<file path="config.mk">
export PLATFORM = sky130hd
export DESIGN_NAME = uart_dl_pkt_rx
export DESIGN_NICKNAME = d
export VERILOG_FILES = /design/src/rtl/uart_dl_pkg.sv /design/src/rtl/crc16_modbus.sv /design/src/rtl/uart_rx_byte.sv /design/src/rtl/uart_dl_pkt_rx.sv
export SDC_FILE = /design/constraint.sdc
export NUM_CORES = 1
export LEC_CHECK = 0
export CAP_MARGIN = 20
export CORE_UTILIZATION = 25
export DETAILED_ROUTE_END_ITERATION = 12
export DONT_BUFFER_PORTS = 1
export GPL_TIMING_DRIVEN = 1
export PLACE_DENSITY_LB_ADDON = 0.25
export SLEW_MARGIN = 0
export SYNTH_ARGS = -nofsm -noshare
export SYNTH_HDL_FRONTEND = slang
export SYNTH_HIERARCHICAL = 1
export SYNTH_SLANG_ARGS = --single-unit
export TNS_END_PERCENT = 100
</file>
<file path="constraint.sdc">
create_clock -name clk_i -period 2.7 [get_ports clk_i]
set_input_delay 0.405 -clock clk_i [delete_from_list [all_inputs] [get_ports clk_i]]
set_output_delay 0.405 -clock clk_i [all_outputs]
set_load 0.05 [all_outputs]
</file>
<file path="src/rtl/uart_dl_pkg.sv">
// Shared constants and state types for the UART download
// packet receiver.
package uart_dl_pkg;

    localparam int PKT_LEN = 35;
    localparam int PAYLOAD_LEN = 32;

    localparam logic [7:0] ACK = 8'h06;
    localparam logic [7:0] NAK = 8'h15;

    localparam logic [15:0] CRC_INIT = 16'hFFFF;
    localparam logic [15:0] CRC_POLY = 16'hA001;

    typedef enum logic [1:0] {
        IDLE,
        START,
        DATA,
        STOP
    } rx_state_e;

    typedef enum logic [2:0] {
        WAIT,
        RECV,
        CHECK,
        WRITE,
        RESP
    } pkt_state_e;

endpackage

</file>
<file path="src/rtl/crc16_modbus.sv">
// One-byte step of CRC16-MODBUS (reflected 0xA001); the running
// value is registered by the parent.
module crc16_modbus
    import uart_dl_pkg::*;
(
    input  logic [15:0] crc_i,
    input  logic [7:0]  data_i,
    output logic [15:0] crc_o
);

    always_comb begin
        crc_o = crc_i ^ {8'h00, data_i};
        for (int i = 0; i < 8; i++) begin
            if (crc_o[0]) crc_o = (crc_o >> 1) ^ CRC_POLY;
            else          crc_o = crc_o >> 1;
        end
    end

endmodule

</file>
<file path="src/rtl/uart_rx_byte.sv">
// 8N1 byte deserialiser with a 2-FF input synchroniser and
// mid-bit sampling.
module uart_rx_byte
    import uart_dl_pkg::*;
#(
    parameter int BIT_CYC = 434
) (
    input  logic       clk_i,
    input  logic       rst_ni,
    input  logic       clr_i,
    input  logic       rx_i,
    output logic [7:0] byte_o,
    output logic       valid_o,
    output logic       frame_err_o,
    output logic       active_o
);

    localparam int CW = $clog2(BIT_CYC);
    localparam logic [CW-1:0] HALF = CW'(BIT_CYC / 2 - 1);
    localparam logic [CW-1:0] FULL = CW'(BIT_CYC - 1);

    rx_state_e     state_q, state_d;
    logic [1:0]    sync_q;
    logic          prev_q;
    logic [CW-1:0] cnt_q, cnt_d;
    logic [2:0]    bit_q, bit_d;
    logic [7:0]    shift_q, shift_d;
    logic          valid_d, ferr_d;
    logic          rx_s;

    assign rx_s = sync_q[1];

    always_comb begin
        state_d = state_q;
        cnt_d   = cnt_q + CW'(1);
        bit_d   = bit_q;
        shift_d = shift_q;
        valid_d = 1'b0;
        ferr_d  = 1'b0;
        unique case (state_q)
            IDLE: begin
                cnt_d = '0;
                if (prev_q && !rx_s) state_d = START;
            end
            START: if (cnt_q == HALF) begin
                cnt_d   = '0;
                bit_d   = '0;
                state_d = rx_s ? IDLE : DATA;
            end
            DATA: if (cnt_q == FULL) begin
                cnt_d   = '0;
                shift_d = {rx_s, shift_q[7:1]};
                bit_d   = bit_q + 3'd1;
                if (bit_q == 3'd7) state_d = STOP;
            end
            STOP: if (cnt_q == FULL) begin
                cnt_d   = '0;
                state_d = IDLE;
                valid_d = rx_s;
                ferr_d  = !rx_s;
            end
            default: state_d = IDLE;
        endcase
    end

    always_ff @(posedge clk_i or negedge rst_ni) begin
        if (!rst_ni) begin
            sync_q  <= 2'b11;
            prev_q  <= 1'b1;
            state_q <= IDLE;
            cnt_q   <= '0;
            bit_q   <= '0;
            shift_q <= '0;
            valid_o <= 1'b0;
            frame_err_o <= 1'b0;
        end else begin
            sync_q <= {sync_q[0], rx_i};
            prev_q <= rx_s;
            if (clr_i) begin
                state_q <= IDLE;
                cnt_q   <= '0;
                valid_o <= 1'b0;
                frame_err_o <= 1'b0;
            end else begin
                state_q <= state_d;
                cnt_q   <= cnt_d;
                bit_q   <= bit_d;
                shift_q <= shift_d;
                valid_o <= valid_d;
                frame_err_o <= ferr_d;
            end
        end
    end

    assign byte_o   = shift_q;
    assign active_o = (state_q != IDLE);

endmodule

</file>
<file path="src/rtl/uart_dl_pkt_rx.sv">
// UART download receiver: assembles 35-byte packets, checks CRC
// and sequence, writes the payload to memory and answers ACK/NAK.
module uart_dl_pkt_rx
    import uart_dl_pkg::*;
#(
    parameter int          CLK_FREQ     = 50_000_000,
    parameter int          BAUD         = 115200,
    parameter logic [31:0] BASE_ADDR    = 32'h0000_0000,
    parameter int          TIMEOUT_BITS = 20
) (
    input  logic        clk_i,
    input  logic        rst_ni,
    input  logic        dl_en_i,
    input  logic        rx_i,
    output logic        mem_req_o,
    output logic [31:0] mem_addr_o,
    output logic [31:0] mem_wdata_o,
    input  logic        mem_gnt_i,
    output logic        ack_valid_o,
    output logic [7:0]  ack_byte_o,
    input  logic        ack_ready_i,
    output logic        busy_o,
    output logic [7:0]  seq_o,
    output logic        err_o
);

    localparam int BIT_CYC = CLK_FREQ / BAUD;
    localparam int TO_CYC  = TIMEOUT_BITS * BIT_CYC;
    localparam int TW      = $clog2(TO_CYC + 1);

    logic [7:0]  rx_byte;
    logic        rx_valid, rx_ferr, rx_active;

    pkt_state_e  state_q, state_d;
    logic [5:0]  cnt_q;
    logic [15:0] crc_q, crc_rx_q, crc_in, crc_nxt;
    logic [2:0]  widx_q;
    logic [7:0]  seq_q, ack_q;
    logic        retx_q, err_d;
    logic [TW-1:0] to_q;
    logic [7:0]  skid_q;
    logic        skid_v_q;
    logic [7:0]  buf_q [PAYLOAD_LEN+1];

    logic        take, in_v;
    logic [7:0]  in_b;
    logic        crc_ok, seq_hit, seq_old;
    logic [5:0]  wb;

    uart_rx_byte #(.BIT_CYC(BIT_CYC)) u_rx (
        .clk_i       (clk_i),
        .rst_ni      (rst_ni),
        .clr_i       (!dl_en_i),
        .rx_i        (rx_i),
        .byte_o      (rx_byte),
        .valid_o     (rx_valid),
        .frame_err_o (rx_ferr),
        .active_o    (rx_active)
    );

    // Bytes landing while a packet is being written/answered wait in skid.
    assign take = (state_q == WAIT) || (state_q == RECV);
    assign in_v = take && (skid_v_q || rx_valid);
    assign in_b = skid_v_q ? skid_q : rx_byte;

    assign crc_in = (cnt_q == 6'd0) ? CRC_INIT : crc_q;

    crc16_modbus u_crc (
        .crc_i  (crc_in),
        .data_i (in_b),
        .crc_o  (crc_nxt)
    );

    assign crc_ok  = (crc_q == crc_rx_q);
    assign seq_hit = (buf_q[0] == seq_q);
    assign seq_old = (buf_q[0] == seq_q - 8'd1);

    always_comb begin
        state_d = state_q;
        err_d   = rx_ferr;
        unique case (state_q)
            WAIT: if (in_v && !rx_ferr) state_d = RECV;
            RECV: begin
                if (rx_ferr) begin
                    state_d = WAIT;
                end else if (in_v) begin
                    if (cnt_q == 6'(PKT_LEN - 1)) state_d = CHECK;
                end else if (to_q == TW'(TO_CYC - 1)) begin
                    state_d = WAIT;
                    err_d   = 1'b1;
                end
            end
            CHECK: begin
                if (crc_ok && (seq_hit || seq_old)) begin
                    state_d = WRITE;
                end else begin
                    state_d = RESP;
                    err_d   = 1'b1;
                end
            end
            WRITE: if (mem_gnt_i && widx_q == 3'd7) state_d = RESP;
            RESP:  if (ack_ready_i) state_d = WAIT;
            default: state_d = WAIT;
        endcase
    end

    always_ff @(posedge clk_i or negedge rst_ni) begin
        if (!rst_ni) begin
            state_q  <= WAIT;
            cnt_q    <= '0;
            crc_q    <= CRC_INIT;
            crc_rx_q <= '0;
            widx_q   <= '0;
            seq_q    <= '0;
            ack_q    <= '0;
            retx_q   <= 1'b0;
            to_q     <= '0;
            err_o    <= 1'b0;
            skid_q   <= '0;
            skid_v_q <= 1'b0;
        end else if (!dl_en_i) begin
            state_q  <= WAIT;
            cnt_q    <= '0;
            widx_q   <= '0;
            seq_q    <= '0;
            to_q     <= '0;
            err_o    <= 1'b0;
            skid_v_q <= 1'b0;
        end else begin
            state_q <= state_d;
            err_o   <= err_d;

            if (take) skid_v_q <= skid_v_q && rx_valid;
            else if (rx_valid) skid_v_q <= 1'b1;
            if (rx_valid && (!take || skid_v_q)) skid_q <= rx_byte;

            if (in_v) begin
                cnt_q <= cnt_q + 6'd1;
                if (cnt_q < 6'(PAYLOAD_LEN + 1)) crc_q <= crc_nxt;
                if (cnt_q == 6'd33) crc_rx_q[7:0]  <= in_b;
                if (cnt_q == 6'd34) crc_rx_q[15:8] <= in_b;
            end
            if (state_d == WAIT) cnt_q <= '0;

            if (state_q == RECV && !in_v) to_q <= to_q + TW'(1);
            else to_q <= '0;

            if (state_q == CHECK) begin
                widx_q <= '0;
                retx_q <= !seq_hit;
                if (state_d == RESP) ack_q <= NAK;
            end

            if (state_q == WRITE && mem_gnt_i) begin
                widx_q <= widx_q + 3'd1;
                if (widx_q == 3'd7) begin
                    ack_q <= ACK;
                    if (!retx_q) seq_q <= seq_q + 8'd1;
                end
            end
        end
    end

    always_ff @(posedge clk_i) begin
        if (dl_en_i && in_v && cnt_q < 6'(PAYLOAD_LEN + 1))
            buf_q[cnt_q] <= in_b;
    end

    assign wb = {1'b0, widx_q, 2'b00} + 6'd1;

    assign mem_req_o   = (state_q == WRITE);
    assign mem_addr_o  = mem_req_o
        ? BASE_ADDR + {19'b0, buf_q[0], 5'b0} + {27'b0, widx_q, 2'b00}
        : '0;
    assign mem_wdata_o = mem_req_o
        ? {buf_q[wb+6'd3], buf_q[wb+6'd2], buf_q[wb+6'd1], buf_q[wb]}
        : '0;

    assign ack_valid_o = (state_q == RESP);
    assign ack_byte_o  = ack_valid_o ? ack_q : '0;
    assign busy_o      = (state_q != WAIT) || rx_active;
    assign seq_o       = seq_q;

endmodule
</file>
# After elaboration in Yosys (flattened, before gate mapping)
# Memory sizes are Yosys's and may differ from the RTL's.
# Cells that the tools add are included.
dict set report classes {
  eq_ne 31
  reduce_logical 38
  mux 71
  magnitude_cmp 1
  bitwise 9
  add_sub_neg 12
}
# op n
set ops {}
lappend ops {{16-bit two-way mux} 9}
lappend ops {{8-bit two-way mux} 10}
lappend ops {{14-bit two-way mux} 3}
lappend ops {{3-bit two-way mux} 14}
lappend ops {{32-bit two-way mux} 1}
lappend ops {{9-bit two-way mux} 3}
lappend ops {{9-bit case mux with 3 select lines} 1}
lappend ops {{2-bit NOT with 3-bit output} 8}
lappend ops {{6-bit two-way mux} 3}
lappend ops {{16-bit equality test} 1}
lappend ops {{8-bit equality test} 2}
lappend ops {{1-bit two-way mux} 16}
lappend ops {{16-bit by 8-bit bitwise XOR with 16-bit output} 1}
lappend ops {{3-bit by 2-bit inequality test with 1-bit output, second input constant} 5}
lappend ops {{3-bit case mux with 5 select lines} 1}
lappend ops {{3-bit AND reduction} 5}
lappend ops {{13-bit by 5-bit adder with 14-bit output} 1}
lappend ops {{14-bit by 1-bit adder with 14-bit output, second input constant} 1}
lappend ops {{14-bit equality test, second input constant} 1}
lappend ops {{2-bit two-way mux} 7}
lappend ops {{6-bit by 1-bit adder with 6-bit output, second input constant} 2}
lappend ops {{6-bit by 2-bit adder with 6-bit output, second input constant} 2}
lappend ops {{3-bit equality test, second input constant} 4}
lappend ops {{6-bit equality test, second input constant} 2}
lappend ops {{other kinds (30)} 59}
dict set report word_totals {
  elab_cells 184
  n_memories 1
  output_inout_bits 84
  inputBits 6
  ramBits 264
  register_bits 112
}
# memory words word_bits read_ports rd_ports_with_merged_regs wr line_no
set mem_list {}
lappend mem_list {buf_q 33 8 5 0 1 uart_dl_pkt_rx.sv:43} ;# logic [7:0] buf_q [PAYLOAD_LEN+1];

# Longest topological paths before layout
# Gate-level depths: netlist of run 1.
dict set report depth {
  depth_word 19
  ltp_mapped 12
}

# Modules after synthesis
# Netlist of run 1, hierarchy kept.
# mod instances area_per_inst_um2 seq_area_each_um2 cells_each
set by_module_without_submodules {}
lappend by_module_without_submodules {uart_dl_pkt_rx 1 15077.0 10074.7 999}
lappend by_module_without_submodules {uart_rx_byte 1 1300.0 679.4 109}
lappend by_module_without_submodules {crc16_modbus 1 284.0 0.0 29}

# Least setup slack after synthesis of run 1
# No wires, ideal clock.
dict set report synth_timing {
  path_type {reg2out}
  startpoint {reg widx_q[0]}
  endpoint {out mem_wdata_o[24]}
  stages_incl_launch_ff 7
  path_slack_ns -0.380
  required_time_ns 2.295
  t_arrival_ns 2.675
  cell_sequence {dfrtp_1 > clkbuf_1 > buf_2 > buf_2 > nand3_1 > buf_2 > a211oi_1}
}
dict set report synth_between {
  elab_chain_len 4
}
# item line_no
set synth_lines {}
lappend synth_lines {{from (decl)} uart_dl_pkt_rx.sv:37} ;# logic [2:0] widx_q;
lappend synth_lines {{from (signal assigned)} uart_dl_pkt_rx.sv:155} ;# widx_q <= widx_q + 3'd1;
lappend synth_lines {{5-bit by 1-bit adder with 6-bit output} uart_dl_pkt_rx.sv:169} ;# assign wb = {1'b0, widx_q, 2'b00} + 6'd1;
lappend synth_lines {{6-bit by 2-bit adder with 6-bit output} uart_dl_pkt_rx.sv:176} ;# ? {buf_q[wb+6'd3], buf_q[wb+6'd2], buf_q[wb+6'd1], buf_q[wb]}
lappend synth_lines {{memory 33 x 8 bit} --}
lappend synth_lines {{32-bit two-way mux} uart_dl_pkt_rx.sv:176}
lappend synth_lines {{to (decl)} uart_dl_pkt_rx.sv:17} ;# output logic [31:0] mem_wdata_o,
# Every way passes these cells.

# Final worst setup path of run 1
dict set report layout_timing {
  startpoint {reg widx_q[0]}
  endpoint {out mem_wdata_o[28]}
}
# Same word-level chain as after synthesis.

==> summary.md, run 1 <==
| Metric | Value |
|---|---|
| Post-place instance area | 18,800 µm² |
| Average routed wire per standard cell | 17.8 µm |
| Combinational fraction of design power | 2.3% |
| Data required, critical path | approximately 2.3 ns |
| P_leak | 7.45 nW |
| Total track usage | 11.7% |
| Clock transition at path regs | 0.06 ns |
| Crit Path Class | reg -> out |
| Register-to-Register Setup Slack | around 0.15 ns |
| Worst path top cell family by delay | multiplexers |
| Total area of multi-input combinational cells | 5650 µm² |
| Setup repair after global routing missed its margin | yes |
| Flop pwr share | between 50 and 60% |
| Share of the clock period used by the worst path after layout | 108% |
| Area taken by flip-flops and latches | between 10,000 and 15,000 µm² |
| Routability congestion estimate from global placement | 0.769 |
| H-Tree Depth | 2 |
| Number of design rule violations left after detail routing | 0 |
| Pin count of the biggest net entering global routing | around 110 |
| Series of cell instances along the critical path | ha_4 -> buf_12 -> mux4_2 -> mux2i_2 -> a211oi_2 -> buf_6 |
| Relative max-transition margin | 49.1% |
| Die height | 260 µm |
| Post-cts hold buffer count | 3 |
| Worst setup SP type | flip-flop |
| Worst-skew pair later-pin latency | approximately 0.57 ns |
| Biggest area contributors in the synthesized netlist | sky130_fd_sc_hd__edfxtp_1, sky130_fd_sc_hd__dfrtp_1, sky130_fd_sc_hd__mux4_2 |
| Delay contributed by the slowest stage of the critical path | 0.53 ns |
| Number of endpoints with negative hold slack in the final report | approximately 110 |
| Half-perimeter wire length after placement | 24,800 µm |
| Class of the tightest hold or removal check | in -> async |
| Setup Viol. Count Final | 32 |
| Most instantiated cells after synthesis | sky130_fd_sc_hd__edfxtp_1, sky130_fd_sc_hd__nor2_1, sky130_fd_sc_hd__dfrtp_1 |
| TritonRoute pass-1 iters | 4 |
| Arrival time at the worst endpoint | 2.52 ns |
| Number of buffer and inverter instances along the worst setup path | 2 |
| Worst hold slack across all endpoints | -0.442 ns |
| Number of I/O port buffers | 0 |
| Floorplan Core Area | 65,900 µm² |
| Drt via density | 4.34 |
| Wirelength, routed | 38,800 µm |
| Horiz. Die Dim | 260 µm |
| First-iteration detailed-routing DRC count | ~560 |
| Synth-to-layout area growth | 24.6% |
| Sequential cell area fraction in the yosys report | 64.5% |
| Antenna violations before repair | 0 |
| Cell taking the most area after synthesis | sky130_fd_sc_hd__edfxtp_1 |
| Layout cell share with drive strength beyond 1 | 29.2% |
| Setup TNS | -3.74 ns |
| Crit end category | output port |
| Worst-case reg-to-reg path depth | 9 |
| Final cell area excluding filler cells | between 20,000 and 25,000 µm² |
| Clock tree from TritonCTS | yes |
| Global-route wire length before repair | 59,900 µm |
| Power density relative to cell area | about 580 nW/µm² |
| Time the worst path needs with I/O delays and setup | slightly below 3 ns |
| Buffer levels on the longest clock path | 3 |
| Initial core utilization | 25.3% |
| Antenna cell count | 0 |
| Fraction of registers with async set/reset | 29.8% |
| Crit Path Max Fanout | 6 |
| Clock root cell | sky130_fd_sc_hd__clkbuf_16 |
| Number of rows created at floorplan | 94 |
| Die Outline Area | 67,700 µm² |
| Count of mapped cells out of synthesis | 1,137 |
| Proportion of netlist area held by the largest area contributor | 47.6% |
| Synth warnings | 6 |
| Number of max-slew violations in the final report | 0 |
| Clock sinks | between 300 and 400 |
| #FFs+latches synth | 376 |
| Number of vias in the routed layout | ~9,500 |
| Status | finished, violations left |
| Net switching power figure | 2.53 mW |
| Count of cell types in the netlist | between 70 and 80 |
| Final worst clock skew | 0.0197 ns |
| Instance count after placement with tap cells included | 2,087 |
| Worst VDD drop | ~370 µV |
| Number of non-filler instances in the completed layout | 2,179 |
| Mean post-synth cell area | 14.7 µm² |
| Beginning of the worst register-to-register path | cnt_q[3] |
| Slowest cell on the critical path | sky130_fd_sc_hd__dfrtp_4 |
| Post-synthesis cell area | 16,700 µm² |
| Vias in the first global route | 9,685 |
| Max-cap violations | 0 |
| Cell Int Power | approximately 9.5 mW |
| Number of top-level pins | 90 |
| Total CTS buffers | between 40 and 50 |
| Fillers | 6,506 |
| Maximum operating frequency | 342 MHz |
| Clock Power Share | 46.4% |
| Most frequently used flop master after synthesis | sky130_fd_sc_hd__edfxtp_1 |
| Switching fraction of total power | 21.0% |
| Antenna violation net count after detailed routing | 0 |
| Nets | 1,313 |
| Final worst slack | -0.225 ns |
| Slew at the pin closest to its max-slew limit | 0.756 ns |
| Failing checks | negative hold slack, negative setup slack |
| Endpoint of the most critical register-to-register path | crc_q[0] |
| Count of flip-flops with a built-in enable after synthesis | around 260 |
| Count leader, synth | sky130_fd_sc_hd__edfxtp_1 |
| Worst slack after detailed placement | approximately 0.14 ns |
| Overflow after GRT | 0 |
## cells by family after synthesis
family	count (synthesis)	share of synthesized area [%]
DFF	376	64.5
and+or+nand+nor	351	10.3
muxes	125	12.5
buffers and inverters	105	3.15
xor gates and xnor gates	82	4.57
AOI/OAI and AO/OA	78	3.48
adders and majority gates	19	1.43
other	1	0.0225
## layout make-up
cell class / instances / area share [%]
flip-flops and latches: 376 / 51.8
clock buffers: 51 / 5.32
multi-input cells: 676 / 27.2
inverters: 31 / 0.561
repair buffers: 162 / 8.73
clock inverters: 19 / 1.10
well taps: 864 / 5.21
## flip-flops by register name (all words and copies together), names as in the netlist, 3 cells and up
name and count:
crc_rx_q 16, seq_o 8, u_rx/cnt_q 9, skid_q 8, u_rx/byte_o 8, crc_q 16
widx_q 3, state_q 3, ack_q 8, cnt_q 6, u_rx/bit_q 3, buf_q 264
to_q 14
## cell usage in the layout (no fill, tap or decap), types with 9 or more instances in the layout
cell and count:
sky130_fd_sc_hd__mux2i_1 30, sky130_fd_sc_hd__conb_1 21, sky130_fd_sc_hd__inv_1 29, sky130_fd_sc_hd__xnor2_1 51
sky130_fd_sc_hd__and2_1 19, sky130_fd_sc_hd__nand4_1 12, sky130_fd_sc_hd__clkbuf_16 43, sky130_fd_sc_hd__dfstp_2 19
sky130_fd_sc_hd__nand2b_1 18, sky130_fd_sc_hd__edfxtp_1 264, sky130_fd_sc_hd__mux2i_2 9, sky130_fd_sc_hd__buf_4 93
sky130_fd_sc_hd__buf_6 32, sky130_fd_sc_hd__ha_1 18, sky130_fd_sc_hd__dfrtp_1 91, sky130_fd_sc_hd__mux2_2 16
sky130_fd_sc_hd__nand2_1 83, sky130_fd_sc_hd__clkinv_2 9, sky130_fd_sc_hd__nand3_1 25, sky130_fd_sc_hd__mux4_2 64
sky130_fd_sc_hd__xor2_1 25, sky130_fd_sc_hd__a21oi_1 33, sky130_fd_sc_hd__buf_12 28, sky130_fd_sc_hd__nor2_1 135
## per-layer routing
layer	vias up	GRT usage [%]	wire length, µm
li1	4442	-	-
met1	4810	16.1	18200
met2	156	18.6	18200
met3	49	2.49	1680
met4	0	3.09	740
met5	-	0	0
## through the flow
| step | power [mW] | utilization (%) |
|---|---|---|
| after global routing | 12.5 | 31.5 |
| after global placement | 6.59 | 28.6 |
| final | 12.1 | 31.5 |
| after floorplan | 6.56 | - |
| after CTS | 12.3 | 31.3 |
| after detailed placement | 6.59 | 28.6 |
## power by group through the flow
| stage | Sequential, mW | Clock, mW | Combinational (mW) |
|---|---|---|---|
| after floorplan | 6.30 | 0 | 0.260 |
| after global placement | 6.31 | 0 | 0.279 |
| after detailed placement | 6.31 | 0 | 0.280 |
| after CTS | 6.19 | 5.78 | 0.286 |
| after global routing | 6.20 | 6.01 | 0.304 |
| final | 6.20 | 5.60 | 0.282 |
## worst max-delay path by stage
stage / from / depth (start not counted) / to / slack (ns)
finish: widx_q[0] / 6 / mem_wdata_o[28] / -0.23
global route: widx_q[0] / 6 / mem_wdata_o[28] / -0.32
CTS: widx_q[0] / 7 / mem_wdata_o[29] / -0.29
detailed placement: cnt_q[3] / 9 / crc_q[0] / 0.14
global placement: cnt_q[3] / 9 / crc_q[0] / 0.16
floorplan: widx_q[0] / 6 / mem_wdata_o[24] / -0.38
## timing repair
action | in CTS | in global routing
resized for setup | 43 | 21
pin swaps | 9 | 6
setup endpoints to repair | 32 | 42
hold endpoints to repair | 122 | 112
buffers inserted | 11 | 4
cloned | 5 | 1
No activity file was read; power rests on OpenSTA's default activity.
==> inputs of run 2 (changes only) <==
--- a/config.mk
+++ b/config.mk
@@ -10,7 +10,7 @@
 export DETAILED_ROUTE_END_ITERATION = 12
 export DONT_BUFFER_PORTS = 1
 export GPL_TIMING_DRIVEN = 1
-export PLACE_DENSITY_LB_ADDON = 0.25
+export PLACE_DENSITY = 0.48
 export SLEW_MARGIN = 0
 export SYNTH_ARGS = -nofsm -noshare
 export SYNTH_HDL_FRONTEND = slang
==> summary.md, run 2 (synthesis results as in run 1) <==
| Metric | Value |
|---|---|
| Nets | about 1,300 |
| Horiz. Die Dim | 260 µm |
| Drt via density | 4.36 |
| Buffer levels on the longest clock path | 3 |
| Class of the tightest hold or removal check | in -> async |
| Clock transition at path regs | ~0.06 ns |
| Final worst clock skew | between 0.02 and 0.025 ns |
| Met3 wirelength from detailed routing | 1640 µm |
| Leading cell types in the layout, fill and taps excluded | sky130_fd_sc_hd__edfxtp_1, sky130_fd_sc_hd__nor2_1, sky130_fd_sc_hd__dfrtp_1 |
| Maximum operating frequency | 343 MHz |
| Die Outline Area | ~68,000 µm² |
| Post-place instance area | 18,800 µm² |
| Worst setup SP type | flip-flop |
| Post-cts hold buffer count | 3 |
| Max FFs per register | approximately 260 |
| Final cell area excluding filler cells | 20,600 µm² |
| Most common cell after layout, fill and taps aside | sky130_fd_sc_hd__edfxtp_1 |
| Critical Path Source | widx_q[0] |
| Register name with the most flops | buf_q |
| End point of the critical path | mem_wdata_o[26] |
| Number of I/O port buffers | 0 |
| Number of top-level pins | 90 |
| Pin count of the biggest net entering global routing | approximately 110 |
| Time the worst path needs with I/O delays and setup | 2.92 ns |
| Die height | 260 µm |
| Overflow after GRT | 0 |
| Total power | 11.9 mW |
| P_leak | 7.41 nW |
| Fillers | around 6,600 |
| Floorplan Core Area | around 66,000 µm² |
| Antenna violation net count after detailed routing | 0 |
| Setup Viol. Count Final | 32 |
| Synth-to-layout area growth | 23.7% |
| Vias in the first global route | between 9,000 and 10,000 |
| TritonRoute pass-1 iters | 5 |
| Number of max-slew violations in the final report | 0 |
| Number of non-filler instances in the completed layout | 2,177 |
| Crit Path Class | reg -> out |
| Worst VDD drop | 357 µV |
| Clock root cell | sky130_fd_sc_hd__clkbuf_16 |
| Half-perimeter wire length after placement | 24,500 µm |
| Max-cap violations | 0 |
| Average routed wire per standard cell | 17.7 µm |
| Top metal layer carrying routed signals | met4 |
| Fraction of the core area covered by cells at the end of the flow | 31.3% |
| Number of endpoints with negative hold slack in the final report | 112 |
| Initial core utilization | 25.3% |
| Failing checks | negative hold slack, negative setup slack |
| Routability congestion estimate from global placement | roughly 0.74 |
| Antenna violations before repair | 0 |
| Leading registers by flop count | buf_q: 264 flops, crc_q: 16 flops, crc_rx_q: 16 flops |
| Number of vias in the routed layout | around 9,500 |
| Clock sinks | 376 |
| Status | finished, violations left |
| Share of the clock period used by the worst path after layout | 108% |
| Wirelength, routed | 38,600 µm |
| H-Tree Depth | 2 |
| Worst-case reg-to-reg path depth | 9 |
| Beginning of the worst register-to-register path | cnt_q[3] |
| Routed length on met1 | approximately 18,000 µm |
| Arrival time at the worst endpoint | about 2.5 ns |
| Power density relative to cell area | 579 nW/µm² |
| Final worst slack | -0.218 ns |
| Number of rows created at floorplan | 94 |
| Worst hold slack across all endpoints | -0.433 ns |
| Register-to-Register Setup Slack | 0.13 ns |
| Total CTS buffers | 40 |
| Clock tree from TritonCTS | yes |
| Slew at the pin closest to its max-slew limit | 0.647 ns |
| Total track usage | 11.6% |
| Routed length on met2 | between 15,000 and 20,000 µm |
| Number of design rule violations left after detail routing | 0 |
| Data required, critical path | between 2 and 2.5 ns |
| Crit Path Max Fanout | 11 |
| Global-route wire length before repair | slightly below 60,000 µm |
| Layout cell share with drive strength beyond 1 | 28.7% |
| First-iteration detailed-routing DRC count | 504 |
| Relative max-transition margin | 56.7% |
| Instance count after placement with tap cells included | 2,087 |
| Crit end category | output port |
| Antenna cell count | 0 |
| Endpoint of the most critical register-to-register path | crc_q[0] |
| Setup repair after global routing missed its margin | yes |
| Worst-skew pair later-pin latency | 0.57 ns |
run 2: cell types whose count changed in the layout (fill, tap and decap cells not counted), moves of 4 or more:
cell                       before  now
sky130_fd_sc_hd__buf_6         32   36
sky130_fd_sc_hd__buf_4         93   87
sky130_fd_sc_hd__mux2i_4        5    0
sky130_fd_sc_hd__clkbuf_8       2    9
sky130_fd_sc_hd__mux2i_2        9   15
run 2: per-layer routing:
layer / vias to the layer above / GRT usage [%]
met5: - / 0
met4: 0 / 2.99
met3: 51 / 2.17
met2: 162 / 18.9
met1: 4874 / 15.7
li1: 4401 / -
run 2: critical path: stages, from the launching register on:
cell and delay, ns:
sky130_fd_sc_hd__dfrtp_4 0.52, sky130_fd_sc_hd__ha_4 0.29, sky130_fd_sc_hd__buf_12 0.14, sky130_fd_sc_hd__mux4_2 0.53
sky130_fd_sc_hd__mux2i_2 0.19, sky130_fd_sc_hd__a211oi_2 0.11, sky130_fd_sc_hd__buf_6 0.18
run 2: worst min path at each step:
| stage | cells after the start | end | startpoint | slack, ns |
|---|---|---|---|---|
| after floorplan | 0 | ack_q[0] | rst_ni | 0.11 |
| after global placement | 0 | u_rx/bit_q[1] | rst_ni | 0.13 |
| after detailed placement | 0 | u_rx/bit_q[1] | rst_ni | 0.13 |
| after CTS | 0 | u_rx/byte_o[7] | rst_ni | -0.48 |
| after global routing | 0 | u_rx/byte_o[7] | rst_ni | -0.48 |
| final | 0 | u_rx/byte_o[7] | rst_ni | -0.43 |
run 2: cell type report:
type,count,area (µm²),share of cell area (%)
inverter,31,116,0.565
timing repair buffer,156,1710,8.32
multi-input combinational,676,5600,27.2
tap,864,1080,5.25
sequential,376,10800,52.2
clock buffer,58,1160,5.62
clock inverter,16,173,0.838
run 2: power breakdown:
| part | switching (mW) | internal (mW) |
|---|---|---|
| clock | 2.33 | 3.12 |
| sequential | 0.0335 | 6.16 |
| combinational | 0.198 | 0.0844 |
run 2: stage by stage:
| stage | setup slack [ns] | setup TNS (ns) |
|---|---|---|
| after floorplan | -0.380 | -3.04 |
| after global placement | 0.0938 | 0 |
| after detailed placement | 0.0578 | 0 |
| after CTS | -0.282 | -5.17 |
| after global routing | -0.311 | -6.62 |
| final | -0.218 | -3.56 |
run 2: what timing repair did:
item,4_1_cts,5_1_grt
setup endpoints to repair,32,50
endpoints found under the hold margin,122,112
resized for setup,60,12
gates cloned,3,0
buffers inserted,10,2
pin swaps,9,15
